[src/rtl/pe_load_sequencer.sv]
// Initiator for one processing element: fetches an A row and B column from a
// 2-cycle-latency word memory, runs L MAC cycles and writes the dot product back.
module pe_load_sequencer #(
  parameter int N      = 16,
  parameter int ADDR_W = 16
) (
  input  logic              CLK,
  input  logic              RST,
  input  logic              START,
  input  logic [1:0]        DIMEN,
  input  logic [ADDR_W-1:0] BASE_A,
  input  logic [ADDR_W-1:0] BASE_B,
  input  logic [ADDR_W-1:0] BASE_C,
  output logic              BUSY,
  output logic              DONE,
  output logic [ADDR_W-1:0] MEM_ADDR,
  output logic              MEM_RD,
  input  logic [31:0]       MEM_RDATA,
  output logic              MEM_WR,
  output logic [31:0]       MEM_WDATA,
  output logic [2:0]        LATENCY_COUNTER,
  output logic              RST_ADD,
  output logic              RST_ACC,
  output logic              RST_PC,
  output logic              MAT_MUX,
  output logic              WRITE_MAT,
  output logic              MAC_CTRL,
  output logic              OUT_READY,
  output logic [31:0]       PE_DATAIN,
  output logic [1:0]        PE_DIMEN,
  input  logic [31:0]       PE_DATAOUT
);
  localparam int CW = $clog2(N) + 1;

  typedef enum logic [2:0] {
    S_IDLE, S_CLEAR, S_LOAD_A, S_SWAP, S_LOAD_B, S_MAC, S_WRITE, S_FIN
  } state_t;

  state_t            r_state, w_next;
  logic [CW-1:0]     r_idx, w_idx_nxt;
  logic [1:0]        r_lat, w_lat_nxt;
  logic [1:0]        r_dimen;
  logic [ADDR_W-1:0] r_base_a, r_base_b, r_base_c;
  logic              w_latch;
  logic [CW-1:0]     w_len;
  logic              w_last;
  logic              w_load;

  assign w_len  = CW'(2) << r_dimen;
  assign w_last = (r_idx == w_len - CW'(1));
  assign w_load = (r_state == S_LOAD_A) || (r_state == S_LOAD_B);

  always_ff @(posedge CLK) begin
    if (RST) begin
      r_state  <= S_IDLE;
      r_idx    <= '0;
      r_lat    <= '0;
      r_dimen  <= '0;
      r_base_a <= '0;
      r_base_b <= '0;
      r_base_c <= '0;
    end else begin
      r_state <= w_next;
      r_idx   <= w_idx_nxt;
      r_lat   <= w_lat_nxt;
      if (w_latch) begin
        r_dimen  <= DIMEN;
        r_base_a <= BASE_A;
        r_base_b <= BASE_B;
        r_base_c <= BASE_C;
      end
    end
  end

  always_comb begin
    w_next          = r_state;
    w_idx_nxt       = r_idx;
    w_lat_nxt       = r_lat;
    w_latch         = 1'b0;
    BUSY            = (r_state != S_IDLE) && (r_state != S_FIN);
    DONE            = 1'b0;
    MEM_ADDR        = '0;
    MEM_RD          = 1'b0;
    MEM_WR          = 1'b0;
    MEM_WDATA       = '0;
    LATENCY_COUNTER = '0;
    RST_ADD         = 1'b0;
    RST_ACC         = 1'b0;
    RST_PC          = 1'b0;
    MAT_MUX         = 1'b0;
    WRITE_MAT       = 1'b0;
    MAC_CTRL        = 1'b0;
    OUT_READY       = 1'b0;
    PE_DATAIN       = '0;
    PE_DIMEN        = BUSY ? r_dimen : 2'd0;

    case (r_state)
      S_IDLE: begin
        if (START) begin
          w_latch = 1'b1;
          w_next  = S_CLEAR;
        end
      end
      S_CLEAR: begin
        RST_ADD   = 1'b1;
        RST_ACC   = 1'b1;
        RST_PC    = 1'b1;
        w_idx_nxt = '0;
        w_lat_nxt = '0;
        w_next    = S_LOAD_A;
      end
      S_LOAD_A, S_LOAD_B: begin
        WRITE_MAT       = 1'b1;
        MAT_MUX         = (r_state == S_LOAD_A);
        LATENCY_COUNTER = {1'b0, r_lat};
        // Issue at lat 0; the word comes back two cycles later at lat 2.
        if (r_lat == 2'd0) begin
          MEM_RD   = 1'b1;
          MEM_ADDR = ((r_state == S_LOAD_A) ? r_base_a : r_base_b) + ADDR_W'(r_idx);
        end
        if (r_lat == 2'd2) begin
          PE_DATAIN = MEM_RDATA;
          w_lat_nxt = '0;
          if (w_last) begin
            w_idx_nxt = '0;
            w_next    = (r_state == S_LOAD_A) ? S_SWAP : S_MAC;
          end else begin
            w_idx_nxt = r_idx + CW'(1);
          end
        end else begin
          w_lat_nxt = r_lat + 2'd1;
        end
      end
      S_SWAP: begin
        RST_ADD   = 1'b1;
        w_idx_nxt = '0;
        w_lat_nxt = '0;
        w_next    = S_LOAD_B;
      end
      S_MAC: begin
        // MAC length is counted here; the PE's own done flag cannot reach 16.
        MAC_CTRL = 1'b1;
        if (w_last) begin
          w_idx_nxt = '0;
          w_next    = S_WRITE;
        end else begin
          w_idx_nxt = r_idx + CW'(1);
        end
      end
      S_WRITE: begin
        OUT_READY = 1'b1;
        MEM_WR    = 1'b1;
        MEM_ADDR  = r_base_c;
        MEM_WDATA = PE_DATAOUT;
        w_next    = S_FIN;
      end
      S_FIN: begin
        DONE   = 1'b1;
        w_next = S_IDLE;
      end
      default: w_next = S_IDLE;
    endcase
  end
endmodule
[config.mk]
export PLATFORM = sky130hd
export DESIGN_NAME = pe_load_sequencer
export DESIGN_NICKNAME = d
export VERILOG_FILES = /design/src/rtl/pe_load_sequencer.sv
export SDC_FILE = /design/constraint.sdc
export NUM_CORES = 1
export LEC_CHECK = 0
export CAP_MARGIN = 20
export CORE_MARGIN = 4
export CORE_UTILIZATION = 42
export CTS_CLUSTER_DIAMETER = 80
export DETAILED_ROUTE_END_ITERATION = 8
export GPL_ROUTABILITY_DRIVEN = 0
export PLACE_DENSITY = 0.87
export SLEW_MARGIN = 15
export SYNTH_ARGS = -nofsm -noshare
export SYNTH_HDL_FRONTEND = slang
export SYNTH_SLANG_ARGS = --single-unit
export TNS_END_PERCENT = 50
[constraint.sdc]
create_clock -name CLK -period 12.5 [get_ports CLK]
set_input_delay 2.5 -clock CLK [delete_from_list [all_inputs] [get_ports CLK]]
set_output_delay 2.5 -clock CLK [all_outputs]
set_load 0.005 [all_outputs]
==> impl_metrics.py, run 1 <==
metrics = {
    "synthesis": {
        "yosysTopAreaCellShare": 0.318,
        "syn_inst": 527,
        "synth_area_per_cell_sq_um": 7.16,
        "synth_area_sq_um": 3770,
        "synth_commonest_cells": "nand2_1 (137), and3_1 (66), a21oi_1 (63)",
        "synth_ff_type": "dfxtp_1",
        "synthArstFlopShare": 0,
        "synth_seq_area_share": 0.318,
        "netlist_top_cells_area": "dfxtp_1 (32%), nand2_1 (14%), and3_1 (11%)",
        "ys_warn_count": 0,
        "post-synth-top-count-cell": "nand2_1",
        "syn_nets": 656,
        "synthDistinctLibCells": 50,
        "yosysTopAreaCell": "dfxtp_1",
        "synth-edff-count": 0,
        "ys_ff_latch": 60,
    },
    "detailed_routing": {
        "first_pass_iters": 5,
        "drc_errors": 0,
        "drt_iter0_markers": 264,
        "vias": 4473,
        "finalWirelength_microns": 14000,
        "ant_nets": 0,
        "via_per_inst": 5.47,
        "wl_per_cell_microns": 17.1,
    },
    "clock_tree": {
        "post_cts_resize_count": 0,
        "clk_pin_slew_ns": 0.07,
        "insertion_delay_ns": 0.34,
        "numCtsBuffers": 9,
        "clock-root-buffer": "clkbuf_8",
        "tritoncts": "yes",
        "clock_sinks": 60,
        "hold_buffers": 0,
        "htreeDepth": 3,
        "cts_setup_buffers": 0,
        "clockBufferDepth": 2,
    },
    "cells_and_area": {
        "stdcell_area_sq_um": 6070,
        "drive_gt1_frac": 0.0394,
        "n_antenna_cell": 0,
        "nNetsFinal": 834,
        "stdcell_count": 818,
        "area_growth_pct": 60.9,
    },
    "global_route": {
        "grt_pass1_wl_microns": 21300,
        "grt_usage": 0.258,
        "antenna_found_initial": 0,
        "grt_max_degree": 61,
        "grt_pass1_vias": 4302,
        "overflow": 0,
    },
    "timing": {
        "worst_hold_slack_ns": 0.452,
        "skew_ns": 0.00365,
        "fmax_mhz": 129,
        "rsz0062_at_grt": "no",
        "setup-tns-final_ns": 0,
        "tightestPinTransition_ns": 1.05,
        "period_share": 0.619,
        "drv_slew": 0,
        "hold_violations": 0,
        "min_period_ns": 7.74,
        "slew_headroom": 0.301,
        "finalSetupViolCount": 0,
    },
    "critical_path": {
        "slowest_delay_ns": 0.71,
        "critPathBufInv": 4,
        "cpMostUsedCell": "inv_1",
        "cp_max_fo": 43,
        "worstSetupPathType": "flop to output pin",
        "worstPathArrival_ns": 5.24,
        "cp_cell_sequence": "inv_1, ha_2, nand2b_1, inv_1, nand2_1, nand2_1, ha_1, inv_1, fa_1, nand2b_1, a21oi_1, nor2_1, or4_1, a32o_1, clkdlybuf4s50_1",
        "crit_family": "simple AND/OR/NAND/NOR gates",
        "end_kind": "output pin",
        "required_ns": 10.00,
        "start_kind": "flop",
        "cp_slowest_cell": "nand2b_1",
    },
    "placement": {
        "numPortBuffers": 211,
        "place_area_sq_um": 5840,
        "dpl.hpwl_microns": 10800,
        "dp.cells": 802,
    },
    "power": {
        "finalPower_w": 0.000758,
        "leakage_nw": 2.53,
        "peakVddDrop_mv": 0.104,
        "p_per_area_nw_per_um2": 125,
    },
    "floorplanning": {
        "core_sq_um": 8720,
        "fp-row-count": 34,
        "start_util": 0.433,
        "die_h_microns": 103,
        "ios": 213,
        "dieWidth_microns": 103,
        "fp.dieArea_sq_um": 10600,
    },
    "flow_run": {
        "max-cap-violations": 0,
    },
    "status": {
        "outcome": "finished, final reports clean",
    },
    "worst_hold_path": {
        "hp-class": "flop to flop",
    },
}
cell type report:
type                    instances  area [sq um]
fillers                       695          2650
multi-input cells             408          2320
repair buffers                215          2140
flip-flops and latches         60          1200
well taps                     108           135
clock buffers                  11           131
clock inverters                 5           100
inverters                      11          41.3
cells in the final DEF, fill, tap and decap left out, drive strengths merged, types with 10 or more instances in the layout:
cell type | netlist | routed
a21oi | 63 | 63
and3 | 66 | 66
clkbuf | 40 | 11
clkdlybuf4s50 | 0 | 210
dfxtp | 60 | 60
ha | 11 | 11
inv | 11 | 11
nand2 | 137 | 137
nor2 | 13 | 13
o21ai | 10 | 10
worst reg2reg max path: stages, from the launching register on:
cell and delay [ns]:
dfxtp_1 0.34, inv_1 0.11, ha_2 0.59, mux2i_1 0.30, inv_1 0.64, a221oi_2 0.29, or3_1 0.41, a21o_1 0.16
a21oi_1 0.14
sequential cells by signal (all words and copies together), names as in the netlist:
register and flops:
r_base_a 16, r_base_b 16, r_base_c 16, r_idx 5, r_state 3, r_dimen 2
r_lat 2
power breakdown:
part / internal, W / leakage [nW] / switching (W)
Clock: 0.000132 / 0.117 / 0.0000766
Combinational: 0.000125 / 1.93 / 0.000163
Sequential: 0.000229 / 0.491 / 0.0000324
logic make-up (layout without fill, tap and decap cells):
family,after synthesis,after routing,synth area share
buf+inv,59,242,0.0663
fa+ha+maj,12,12,0.0418
mux,9,9,0.0239
other cells,1,1,0.000994
compound gates,108,108,0.178
simple gates,273,273,0.359
xor+xnor,5,5,0.0116
flops,60,60,0.318
final timing paths:
| path | end | cells after the start | slack, ns | startpoint |
|---|---|---|---|---|
| worst min-delay path | r_base_c[15] | 2 | 0.45 | r_base_c[15] |
| worst max register to register | r_idx[4] | 8 | 9.42 | r_state[0] |
| worst max-delay path | MEM_ADDR[10] | 15 | 4.76 | r_state[0] |
| worst min register to register | r_base_c[15] | 2 | 0.45 | r_base_c[15] |
per-layer routing:
layer  part of all wire  vias to the layer above  track usage
met3              0.074                       37       0.0528
met5                  0                        -            0
met2               0.51                      178        0.465
met4              0.035                        0        0.121
met1               0.39                     2090        0.291
li1                   -                     2168            -
per-stage QoR:
stage	setup slack, ns	util
3_3_place_gp	5.15	0.669
4_1_cts	4.35	0.696
5_1_grt	4.38	0.696
2_1_floorplan	6.72	-
6_report	4.76	0.696
3_5_place_dp	4.76	0.669
(Power assumes the default switching activity.)
==> inputs of run 2 (changes only) <==
--- a/config.mk
+++ b/config.mk
@@ -7,11 +7,11 @@
 export LEC_CHECK = 0
 export CAP_MARGIN = 20
 export CORE_MARGIN = 4
-export CORE_UTILIZATION = 42
+export CORE_UTILIZATION = 35
 export CTS_CLUSTER_DIAMETER = 80
 export DETAILED_ROUTE_END_ITERATION = 8
 export GPL_ROUTABILITY_DRIVEN = 0
-export PLACE_DENSITY = 0.87
+export PLACE_DENSITY = 0.77
 export SLEW_MARGIN = 15
 export SYNTH_ARGS = -nofsm -noshare
 export SYNTH_HDL_FRONTEND = slang
==> constraint.sdc (replaced) <==
create_clock -name CLK -period 6.97 [get_ports CLK]
set_input_delay 1.394 -clock CLK [delete_from_list [all_inputs] [get_ports CLK]]
set_output_delay 1.394 -clock CLK [all_outputs]
set_load 0.005 [all_outputs]
==> run 2 against run 1 <==
Compared with the run above:
- register-to-register slack lost 5.5 ns
- cell area grew 0.56%
- routed wire length grew 0.21%
- sequential power grew 79%
- via count shrank 0.76%
- combinational power grew 80%
- worst hold slack gained 0.0049 ns
- global-route usage shrank 4.2 points
- worst setup slack lost 3.3 ns
- non-clock buffer count grew 2
- total power grew 75%
- largest cell class unchanged
==> impl_metrics.py, run 2 (synthesis gave the netlist of run 1 again) <==
metrics = {
    "critical_path": {
        "ff2ff_path_depth": 9,
        "end_kind": "output pin",
        "crit_family": "buffers and inverters",
        "reg2reg_to": "r_idx[3]",
        "cp_max_fo": 50,
        "cp_slowest_cell": "or4_1",
        "required_ns": 5.58,
        "timing.rr.start": "r_state[0]",
        "slowest_delay_ns": 0.54,
        "worstPathArrival_ns": 4.13,
        "critPathBufInv": 5,
        "worstSetupPathType": "flop to output pin",
        "r2r_slack_ns": 3.93,
        "start_kind": "flop",
        "cp_cell_sequence": "buf_4, nand2b_1, buf_4, inv_1, nand2_1, nand2_1, ha_1, inv_1, fa_1, nand2b_1, a21oi_1, nor2_1, or4_1, a32o_1, clkdlybuf4s50_1",
    },
    "clock_tree": {
        "cts_setup_buffers": 0,
        "numCtsBuffers": 9,
        "htreeDepth": 3,
        "clock-root-buffer": "clkbuf_8",
        "clock_sinks": 60,
        "tritoncts": "yes",
        "post_cts_resize_count": 0,
        "insertion_delay_ns": 0.33,
        "clockBufferDepth": 2,
        "hold_buffers": 0,
        "clk_pin_slew_ns": 0.06,
    },
    "global_route": {
        "grt_pass1_wl_microns": 22400,
        "antenna_found_initial": 0,
        "grt_max_degree": 61,
        "overflow": 0,
        "grt_usage": 0.216,
        "grt_pass1_vias": 4366,
    },
    "timing": {
        "drv_slew": 0,
        "skew_ns": 0.00626,
        "period_share": 0.793,
        "slew_headroom": 0.301,
        "rsz0062_at_grt": "no",
        "min_period_ns": 5.53,
        "worst_hold_slack_ns": 0.457,
        "fmax_mhz": 181,
        "hold_violations": 0,
        "setup-tns-final_ns": 0,
        "tightestPinTransition_ns": 1.05,
        "finalSetupViolCount": 0,
    },
    "cells_and_area": {
        "nFillCells": 939,
        "n_antenna_cell": 0,
        "regArea_sq_um": 1200,
        "final_cell_mix": "clkdlybuf4s50_1 (210), nand2_1 (137), and3_1 (66)",
        "drive_gt1_frac": 0.0407,
        "nNetsFinal": 836,
        "area_growth_pct": 61.8,
        "biggestRegsByFlops": "r_base_a: 16 flops, r_base_b: 16 flops, r_base_c: 16 flops",
        "mostFrequentLayoutCell": "clkdlybuf4s50_1",
        "multiInputGateArea_sq_um": 2320,
    },
    "placement": {
        "numPortBuffers": 211,
        "dpl.hpwl_microns": 11000,
    },
    "status": {
        "outcome": "finished, final reports clean",
    },
    "power": {
        "leakage_nw": 2.53,
        "finalPower_w": 0.00133,
        "p_per_area_nw_per_um2": 217,
        "peakVddDrop_mv": 0.166,
    },
    "floorplanning": {
        "dieWidth_microns": 112,
        "fp-row-count": 37,
        "fp.dieArea_sq_um": 12500,
        "start_util": 0.362,
        "die_h_microns": 112,
        "core_sq_um": 10400,
        "ios": 213,
    },
    "detailed_routing": {
        "vias": 4439,
        "via_per_inst": 5.23,
        "ant_nets": 0,
        "wl_per_cell_microns": 16.5,
        "finalWirelength_microns": 14000,
        "drt_iter0_markers": 238,
        "drc_errors": 0,
        "first_pass_iters": 4,
    },
    "worst_hold_path": {
        "hold_end": "r_base_c[1]",
        "hp-class": "flop to flop",
        "min_from": "r_base_c[1]",
        "whs_path_depth": 2,
    },
    "flow_run": {
        "max-cap-violations": 0,
    },
}
## run 2: tightest hold or removal path: stages (launching register included)
cell     delay [ns]
dfxtp_1        0.31
nand2_1        0.05
a21oi_1        0.05
## run 2: cell type report
cell class | instances | share of cell area
Sequential cell | 60 | 0.197
Tap cell | 136 | 0.0279
Timing Repair Buffer | 217 | 0.353
Clock inverter | 4 | 0.0119
Inverter | 11 | 0.00677
Multi-Input combinational cell | 408 | 0.380
Clock buffer | 12 | 0.0238
## run 2: layer usage
metal  part of all wire  vias to the layer above  GRT usage  routed length (microns)
li1                   -                     2173          -                        -
met1               0.42                     2064      0.264                     5820
met2               0.50                      168      0.382                     7040
met3              0.057                       34     0.0424                      799
met4              0.024                        0     0.0641                      330
met5                  0                        -          0                        0
## run 2: per-stage QoR
step / setup WS (ns) / utilization / std cells / instance area (sq um)
after floorplan: 2.30 / - / 527 / 3770
after global placement: 1.96 / 0.565 / 832 / 5890
after detailed placement: 1.83 / 0.565 / 832 / 5890
after CTS: 1.46 / 0.586 / 848 / 6100
after global routing: 1.16 / 0.586 / 848 / 6100
final: 1.44 / 0.586 / 848 / 6100
## run 2: worst max-delay path by stage
stage	start	to	depth (start not counted)
final	r_state[2]	MEM_ADDR[10]	15
after global routing	r_state[2]	MEM_ADDR[10]	15
after CTS	r_state[2]	MEM_ADDR[10]	15
after detailed placement	r_state[2]	MEM_ADDR[10]	15
after global placement	r_state[2]	MEM_ADDR[12]	15
after floorplan	r_state[0]	MEM_ADDR[12]	16
## run 2: where the power goes
part           internal (W)  switching [W]
sequential         0.000410      0.0000578
clock              0.000211       0.000131
combinational      0.000226       0.000292
==> inputs of run 3 (changes only) <==
==> constraint.sdc (replaced) <==
create_clock -name CLK -period 4.5 [get_ports CLK]
set_input_delay 0.9 -clock CLK [delete_from_list [all_inputs] [get_ports CLK]]
set_output_delay 0.9 -clock CLK [all_outputs]
set_load 0.005 [all_outputs]
==> run 3 against run 2 <==
Compared with the run above:
- first-iteration DRC count increased by 18%
- critical endpoint is now MEM_ADDR[13]
- highest routed layer unchanged
- sequential power increased by 55%
- global-route usage increased by 0.14 points
- sequential share of layout area decreased by 0.21 points
- count of clock-buffer cells in the layout decreased by 1
- non-clock buffer count increased by 5
- worst setup slack got worse by 1.3 ns
- register-to-register slack got worse by 2.3 ns
==> impl_metrics.py, run 3 (synthesis gave the netlist of run 1 again) <==
metrics = {
    "clock_tree": {
        "numCtsBuffers": 9,
        "insertion_delay_ns": 0.34,
        "clockBufferDepth": 2,
        "tritoncts": "yes",
        "htreeDepth": 3,
        "clock_sinks": 60,
        "clock-root-buffer": "clkbuf_8",
        "clk_pin_slew_ns": 0.07,
    },
    "power": {
        "peakVddDrop_mv": 0.257,
        "leakage_nw": 2.60,
        "p_per_area_nw_per_um2": 324,
    },
    "timing": {
        "tightestPinTransition_ns": 0.802,
        "slew_headroom": 0.465,
        "period_share": 0.958,
        "rsz0062_at_grt": "no",
        "fmax_mhz": 232,
        "setup-tns-final_ns": 0,
        "skew_ns": 0.00459,
        "drv_slew": 0,
        "hold_violations": 0,
        "min_period_ns": 4.31,
        "finalSetupViolCount": 0,
    },
    "critical_path": {
        "timing.rr.start": "r_state[0]",
        "worstPathArrival_ns": 3.41,
        "reg2reg_to": "r_idx[4]",
        "start_kind": "flop",
        "required_ns": 3.60,
        "worstSetupPathType": "flop to output pin",
        "cp_max_fo": 19,
        "r2r_slack_ns": 1.63,
        "ff2ff_path_depth": 9,
        "end_kind": "output pin",
    },
    "global_route": {
        "grt_pass1_vias": 4197,
        "grt_usage": 0.217,
        "antenna_found_initial": 0,
        "grt_max_degree": 61,
        "grt_pass1_wl_microns": 22400,
        "overflow": 0,
    },
    "cells_and_area": {
        "nNetsFinal": 841,
        "drive_gt1_frac": 0.0628,
        "biggestRegsByFlops": "r_base_a: 16 flops, r_base_b: 16 flops, r_base_c: 16 flops",
        "mostFrequentLayoutCell": "clkdlybuf4s50_1",
        "final_cell_mix": "clkdlybuf4s50_1 (208), nand2_1 (137), and3_1 (66)",
        "stdcell_area_sq_um": 6180,
        "area_growth_pct": 63.9,
        "n_antenna_cell": 0,
    },
    "worst_hold_path": {
        "min_from": "r_base_c[8]",
        "whs_path_depth": 2,
        "hp-class": "flop to flop",
        "hold_end": "r_base_c[8]",
    },
    "flow_run": {
        "max-cap-violations": 0,
    },
    "detailed_routing": {
        "drc_errors": 0,
        "ant_nets": 0,
        "wl_per_cell_microns": 16.6,
        "finalWirelength_microns": 14200,
        "vias": 4477,
        "first_pass_iters": 4,
        "via_per_inst": 5.25,
        "drt_iter0_markers": 281,
    },
    "placement": {
        "numPortBuffers": 211,
        "place_area_sq_um": 5900,
        "dpl.hpwl_microns": 10900,
    },
    "floorplanning": {
        "ios": 213,
        "dieWidth_microns": 112,
        "fp.dieArea_sq_um": 12500,
        "core_sq_um": 10400,
        "start_util": 0.362,
        "die_h_microns": 112,
        "fp-row-count": 37,
    },
    "status": {
        "outcome": "finished, final reports clean",
    },
}
## run 3: metrics by stage
stage | cells | power, W | worst slack (ns) | utilization | hold WS, ns
floorplan | 527 | 0.00120 | 0.320 | - | 0.432
global placement | 834 | 0.00151 | 0.336 | 0.566 | 0.444
detailed placement | 834 | 0.00154 | 0.209 | 0.566 | 0.447
CTS | 850 | 0.00200 | 0.00530 | 0.587 | 0.457
global route | 853 | 0.00214 | 0.0445 | 0.594 | 0.477
finish | 853 | 0.00200 | 0.188 | 0.594 | 0.461
## run 3: how the worst max path moves through the flow
stage / cells after the start / start / end / slack (ns)
global route: 12 / r_state[0] / MEM_ADDR[13] / 0.04
CTS: 15 / r_state[0] / MEM_ADDR[12] / 0.005
floorplan: 16 / r_state[0] / MEM_ADDR[12] / 0.32
global placement: 15 / r_state[0] / MEM_ADDR[12] / 0.34
finish: 12 / r_state[0] / MEM_ADDR[13] / 0.19
detailed placement: 15 / r_state[0] / MEM_ADDR[12] / 0.21
## run 3: report_power, final
| part | switching [W] | leakage (nW) | total, W | internal [W] |
|---|---|---|---|---|
| sequential | 0.0000911 | 0.492 | 0.000727 | 0.000636 |
| combinational | 0.000463 | 2.02 | 0.000831 | 0.000368 |
| clock | 0.000217 | 0.0876 | 0.000447 | 0.000229 |
## run 3: critical path, stage by stage (launching register included)
cell             delay, ns
dfxtp_2               0.34
inv_2                 0.08
ha_4                  0.15
nand2b_4              0.08
buf_4                 0.22
nand2_1               0.10
nand2_1               0.06
ha_1                  0.36
a21oi_1               0.14
o21a_2                0.29
or4_1                 0.53
a32o_1                0.27
clkdlybuf4s50_1       0.45
## run 3: per-layer routing
metal,track usage,vias up,share of wire
met3,0.0386,29,0.071
met2,0.382,200,0.50
met4,0.0649,0,0.023
li1,-,2180,-
met1,0.269,2068,0.41
met5,0,-,0
## run 3: what timing repair did
action,4_1_cts,5_1_grt
endpoints found under the setup margin,5,9
hold buffers,0,0
setup buffers,0,2
gates resized for setup,5,10
pin swaps,1,1
## run 3: final cells by class
cell class | instances | area (sq um)
Fill cell | 946 | 4230
Clock inverter | 5 | 36.3
Tap cell | 136 | 170
Timing Repair Buffer | 222 | 2210
Multi-Input combinational cell | 408 | 2370
Sequential cell | 60 | 1200
Inverter | 11 | 41.3
Clock buffer | 11 | 151
